<file path="src/rtl/beat_note_scheduler.sv">
`default_nettype none
// beat_note_scheduler: BPM beat clock and note-pattern walker that emits
// difficulty-filtered lane-spawn words during gameplay.   rev 1.0
module beat_note_scheduler #(
  parameter int CLK_HZ   = 50_000_000,
  parameter int SONG_LEN = 64,
  parameter int ADDR_W   = 6,
  parameter int LEAD_IN  = 4
) (
  input  logic              clk,
  input  logic              rst,
  input  logic              enable,
  input  logic              start,
  input  logic              pause,
  input  logic [1:0]        difficulty,
  input  logic [7:0]        bpm,
  output logic [ADDR_W-1:0] pattern_addr,
  input  logic [3:0]        pattern_data,
  output logic              beat_tick,
  output logic              spawn_valid,
  output logic [3:0]        spawn_lanes,
  output logic [ADDR_W-1:0] beat_count,
  output logic              busy,
  output logic              game_over
);

  // CLK_HZ*60 exceeds the int range at 50 MHz, so it is formed in 64 bits.
  localparam longint          TH64      = longint'(CLK_HZ) * 64'sd60;
  localparam logic [31:0]     TH        = 32'(TH64);
  localparam int              LC_W      = $clog2(LEAD_IN + 1);
  localparam logic [LC_W-1:0] LEAD_LAST = LC_W'(LEAD_IN - 1);
  localparam logic [ADDR_W-1:0] LAST_BEAT = ADDR_W'(SONG_LEN - 1);

  typedef enum logic [1:0] {
    S_IDLE = 2'd0,
    S_LEAD = 2'd1,
    S_PLAY = 2'd2,
    S_DONE = 2'd3
  } state_t;

  state_t            state;
  state_t            state_nxt;
  logic [31:0]       r_acc;
  logic [7:0]        r_bpm;
  logic [1:0]        r_diff;
  logic [LC_W-1:0]   r_lead_cnt;
  logic              r_spawn;
  logic [3:0]        r_lanes;

  logic              w_start;
  logic              w_run;
  logic [31:0]       w_sum;
  logic              w_tick;
  logic [3:0]        w_filt;

  function automatic logic [3:0] lane_filter(input logic [3:0] w,
                                             input logic [1:0] d,
                                             input logic       even);
    logic [3:0] lo1;
    logic [3:0] rest;
    logic [3:0] lo2;
    lo1  = w & (~w + 4'd1);
    rest = w & ~lo1;
    lo2  = rest & (~rest + 4'd1);
    case (d)
      2'd0:    lane_filter = even ? lo1 : 4'd0;
      2'd1:    lane_filter = lo1 | lo2;
      default: lane_filter = w;
    endcase
  endfunction

  assign w_start = start && enable && (bpm != 8'd0);
  assign w_run   = enable && !pause && ((state == S_LEAD) || (state == S_PLAY));
  assign w_sum   = r_acc + {24'd0, r_bpm};
  assign w_tick  = w_run && (w_sum >= TH);
  assign w_filt  = lane_filter(pattern_data, r_diff, ~beat_count[0]);

  always_ff @(posedge clk) begin
    if (rst) state <= S_IDLE;
    else     state <= state_nxt;
  end

  always_comb begin
    state_nxt   = state;
    beat_tick   = w_tick;
    busy        = (state == S_LEAD) || (state == S_PLAY);
    game_over   = (state == S_DONE) && enable && !pause;
    spawn_valid = r_spawn && enable && !pause;
    spawn_lanes = 4'd0;
    if (spawn_valid) spawn_lanes = r_lanes;
    if ((state != S_IDLE) && !enable) begin
      state_nxt = S_IDLE;
    end else begin
      case (state)
        S_IDLE:  if (w_start) state_nxt = S_LEAD;
        S_LEAD:  if (w_tick && (r_lead_cnt == LEAD_LAST)) state_nxt = S_PLAY;
        S_PLAY:  if (w_tick && (beat_count == LAST_BEAT)) state_nxt = S_DONE;
        S_DONE:  if (!pause) state_nxt = S_IDLE;
        default: state_nxt = S_IDLE;
      endcase
    end
  end

  always_ff @(posedge clk) begin
    if (rst) begin
      r_acc        <= 32'd0;
      r_bpm        <= 8'd0;
      r_diff       <= 2'd0;
      r_lead_cnt   <= '0;
      r_spawn      <= 1'b0;
      r_lanes      <= 4'd0;
      pattern_addr <= '0;
      beat_count   <= '0;
    end else begin
      if ((state == S_IDLE) && w_start) begin
        r_bpm        <= bpm;
        r_diff       <= difficulty;
        r_acc        <= 32'd0;
        r_lead_cnt   <= '0;
        pattern_addr <= '0;
        beat_count   <= '0;
      end
      // A pending spawn survives a pause and is presented once it lifts.
      if (!enable || !pause) r_spawn <= 1'b0;
      if (w_run) begin
        r_acc <= w_tick ? (w_sum - TH) : w_sum;
        if (w_tick && (state == S_LEAD)) r_lead_cnt <= r_lead_cnt + LC_W'(1);
        if (w_tick && (state == S_PLAY)) begin
          r_spawn <= (w_filt != 4'd0);
          r_lanes <= w_filt;
          if (beat_count == LAST_BEAT) begin
            pattern_addr <= '0;
          end else begin
            beat_count   <= beat_count + ADDR_W'(1);
            pattern_addr <= beat_count + ADDR_W'(1);
          end
        end
      end
      if ((state != S_IDLE) && !enable) pattern_addr <= '0;
    end
  end

endmodule
`default_nettype wire

</file>
<file path="config.mk">
export PLATFORM = sky130hd
export DESIGN_NAME = beat_note_scheduler
export DESIGN_NICKNAME = d
export VERILOG_FILES = /design/src/rtl/beat_note_scheduler.sv
export SDC_FILE = /design/constraint.sdc
export NUM_CORES = 1
export LEC_CHECK = 0
export CAP_MARGIN = 15
export CORE_ASPECT_RATIO = 0.6
export CORE_MARGIN = 3
export CORE_UTILIZATION = 59
export DETAILED_ROUTE_END_ITERATION = 7
export HOLD_SLACK_MARGIN = 0.12
export PLACE_DENSITY = 0.92
export SETUP_SLACK_MARGIN = 0.2
export SLEW_MARGIN = 20
export SYNTH_ARGS = -nofsm -noshare
export SYNTH_HDL_FRONTEND = slang
export SYNTH_SLANG_ARGS = --single-unit
</file>
<file path="constraint.sdc">
create_clock -name clk -period 4.2 [get_ports clk]
set_input_delay 0.84 -clock clk [delete_from_list [all_inputs] [get_ports clk]]
set_output_delay 0.84 -clock clk [all_outputs]
set_load 0.005 [all_outputs]
</file>
==> metrics.txt <==
headroom to the max-slew limit=49.95%; global-route usage over all layers=35.77%; largest net degree at the start of global routing=37; ranking of synthesized cells by instance count=nand2_1, dfxtp_1, a21oi_1, nor2_1, nand3_1; total wirelength of the detailed-routed design=16880 µm; type of destination of the critical path=flip-flop; netlist area before placement=4578 µm²; total setup violations reported at the end of the flow=3; internal power of the cells=0.001264 W; total via count after detailed routing=5341; number of library cell types mapped by synthesis=83; input/output buffers=38; share of final-layout standard cells stronger than drive strength 1=19.97%; power density over the cells=298.8 nW/µm²; Die X=119.7 µm; Least-Margin Pin Slew=744.1 ps; Hold WC Path Type=flip-flop to flip-flop; P&R area growth vs syn=30.34%; worst ir drop on vdd=0.2502 mV; met1 capacity usage during global routing=45.16%; I/O pin count=39; post-route clock skew=4.586 ps; WP data arrival=4570 ps; largest delay contributor family on the critical path=compound AO/OA/AOI/OAI gates; required arrival time at the worst endpoint=4460 ps; reported net switching power=0.0005190 W; instance area at placement=5116 µm²; Clock Tree Buf Depth=2; setup repair after global routing missed its margin=true; Via density=6.982; CTS tree=done; Most Used Layer, Global Route=met2; count of TritonRoute iterations in the first routing pass=7; met2 routing resource usage after global routing=59.31%; source-to-sink clock delay at the later pin of the worst-skew pair=340 ps; register area share after synthesis=27.99%; die extent in y=74.24 µm; sum of net half-perimeters after detailed placement=9753 µm; number of hold-slack violations in the final timing report=0; start-to-end type of the worst setup path=flip-flop to flip-flop; Root Buffer Master=clkbuf_16; startpoint kind of the worst setup timing path=flip-flop; wire length of the first global-routing pass=25250 µm; async set or reset register ratio after synthesis=0%; Post-synth EDFFs=0; routability congestion estimate from global placement=0.9680; most used flip-flop cell after synthesis=dfxtp_1; Cell Count, Final, Fillers Out=765; final critical-path share of the clock period=102.6%; utilization of the core after routing=80.78%; remaining global-route overflow=0; Syn. warnings=0; post-route standard cell area excluding fillers=5967 µm²; CTS clock-pin slew for the worst setup and hold paths=60 ps; slowest stage cell on the critical path=dfxtp_2; total number of nets in the final design=692; number of antenna violations at the first check in global routing=0; starting density of the core=61.97%; dominant cell type by count on the critical path=buf_6; number of buffer and inverter stages on the critical path=10; final worst-path setup slack=-109.5 ps; net count after synthesis=620; number of flip-flops and latches in the synthesized netlist=64; share of the synthesized area in the top cell type=27.99%; leading cell types by total area after synthesis=dfxtp_1, nand2_1, a21oi_1; number of hold buffers added after CTS=0; status=finished with violations; leakage component of the power=2.116 nW; via count of the first global-routing pass=4944; Logic pwr share=17.5%; number of buffers created by CTS=9; min Tclk post-route=4309 ps; M3 GR Usage=9.802%; Inserted Diodes=0; Detailed Route Iter0 Violations=774; slowest cell delay on critical path=360 ps; reported max-cap violation count=0; clock share of power=45.9%; violations in the final reports=negative setup slack; pre-CTS WS=-83.28 ps; switching fraction of total power=29.11%; Final Max Tran Viols=0; Remaining DRCs=0; library cell occupying the most area in the post-synthesis netlist=dfxtp_1; fmax=0.2320 GHz; series of cell instances along the critical path=ha_4 -> inv_2 -> fa_2 -> nand2b_4 -> a21o_1 -> a21o_4 -> nor4b_4 -> o21bai_4 -> a2111oi_4 -> nand3_2 -> buf_6 -> buf_6 -> buf_6 -> buf_6 -> buf_6 -> buf_6 -> buf_6 -> buf_6 -> buf_6 -> o211ai_1 -> a22oi_1 -> nor3_2 -> mux2i_1; final antenna-violating net count=0; clock sink count=64; synthesized area divided by synthesized cell count=7.839 µm²; critical path fanouts, max=6; most instantiated library cell after synthesis=nand2_1; Std-Cell Rows=24; area enclosed by the die boundary=8887 µm²; Avg WL per Cell=22.07 µm; number of instances in the synthesized netlist=584; CORE AREA=7387 µm²; total instance count after detailed placement=720; power share of the sequential group=36.5%; Clock H-tree levels=3
[state kept, by name (all words and copies together) (netlist names)]
name,cells
state,2
pattern_addr,6
r_lead_cnt,3
r_spawn,1
r_diff,2
r_bpm,8
beat_count,6
r_acc,32
r_lanes,4
[worst reg2reg max path: stages, from the launching register on]
cell and delay (ps):
dfxtp_2 360, ha_4 160, inv_2 40, fa_2 340, nand2b_4 160, a21o_1 220, a21o_4 280, nor4b_4 330
o21bai_4 120, a2111oi_4 350, nand3_2 150, buf_6 140, buf_6 110, buf_6 100, buf_6 100, buf_6 100
buf_6 110, buf_6 100, buf_6 100, buf_6 100, o211ai_1 210, a22oi_1 130, nor3_2 190, mux2i_1 230
[metrics by stage]
| step | power (W) | TNS (ps) | hold WS [ps] |
|---|---|---|---|
| after global routing | 0.001843 | -653.9 | 469.0 |
| final | 0.001783 | -250.5 | 460.2 |
| after CTS | 0.001745 | 0 | 451.9 |
| after detailed placement | 0.0009327 | -83.28 | 448.2 |
| after floorplan | 0.0008312 | 0 | 427.4 |
| after global placement | 0.0009173 | 0 | 439.4 |
[power groups by stage]
| stage | Sequential [W] | Combinational, W | Clock (W) |
|---|---|---|---|
| CTS | 0.000646 | 0.000284 | 0.000814 |
| finish | 0.000651 | 0.000313 | 0.000819 |
| global route | 0.000653 | 0.000337 | 0.000852 |
| floorplan | 0.000652 | 0.000179 | 0 |
| detailed placement | 0.000658 | 0.000275 | 0 |
| global placement | 0.000655 | 0.000262 | 0 |
[worst paths after layout]
| kind | startpoint | cells after the start | slack [ps] | end |
|---|---|---|---|---|
| max reg2reg | r_acc[0] | 23 | -110 | state[1] |
| min | r_lanes[3] | 2 | 460 | r_lanes[3] |
| max | r_acc[0] | 23 | -110 | state[1] |
| min reg2reg | r_lanes[3] | 2 | 460 | r_lanes[3] |
[kinds of logic after synthesis]
kind of cell / Yosys count / synth area share (%)
xor gates and xnor gates: 38 / 7.434
and+or+nand+nor: 244 / 27.71
adders and majority gates: 17 / 4.810
AOI/OAI and AO/OA: 170 / 26.95
buffers and inverters: 50 / 4.892
DFF: 64 / 27.99
muxes: 1 / 0.2186
[repair_timing]
item | 4_1_cts | 5_1_grt
pin swaps | 18 | 16
resized for setup | 47 | 18
endpoints found under the hold margin | 0 | 0
setup buffers | 22 | 7
setup endpoints to repair | 11 | 30
[final cells by class]
| cell class | count | area, µm² |
|---|---|---|
| clock buffer | 10 | 229.0 |
| clock inverter | 6 | 92.59 |
| fill | 431 | 1420 |
| inverter | 21 | 78.83 |
| multi-input combinational | 470 | 3333 |
| sequential | 64 | 1284 |
| tap | 104 | 130.1 |
| timing repair buffer | 90 | 819.5 |
[metal layers]
metal | up-vias | routed length [µm]
li1 | 2279 | -
met1 | 2480 | 6328
met2 | 457 | 7626
met3 | 125 | 1912
met4 | 0 | 1017
met5 | - | 0
[cell usage in the layout, fill, tap and decap left out, drive strengths merged, types with 22 or more instances in the layout]
master	n
o21ai	32
dfxtp	64
nor2	39
inv	22
xnor2	29
clkdlybuf4s50	37
nand2	82
buf	53
a21oi	51
nand3	35
Note: power is estimated with default switching activity, not from simulation.
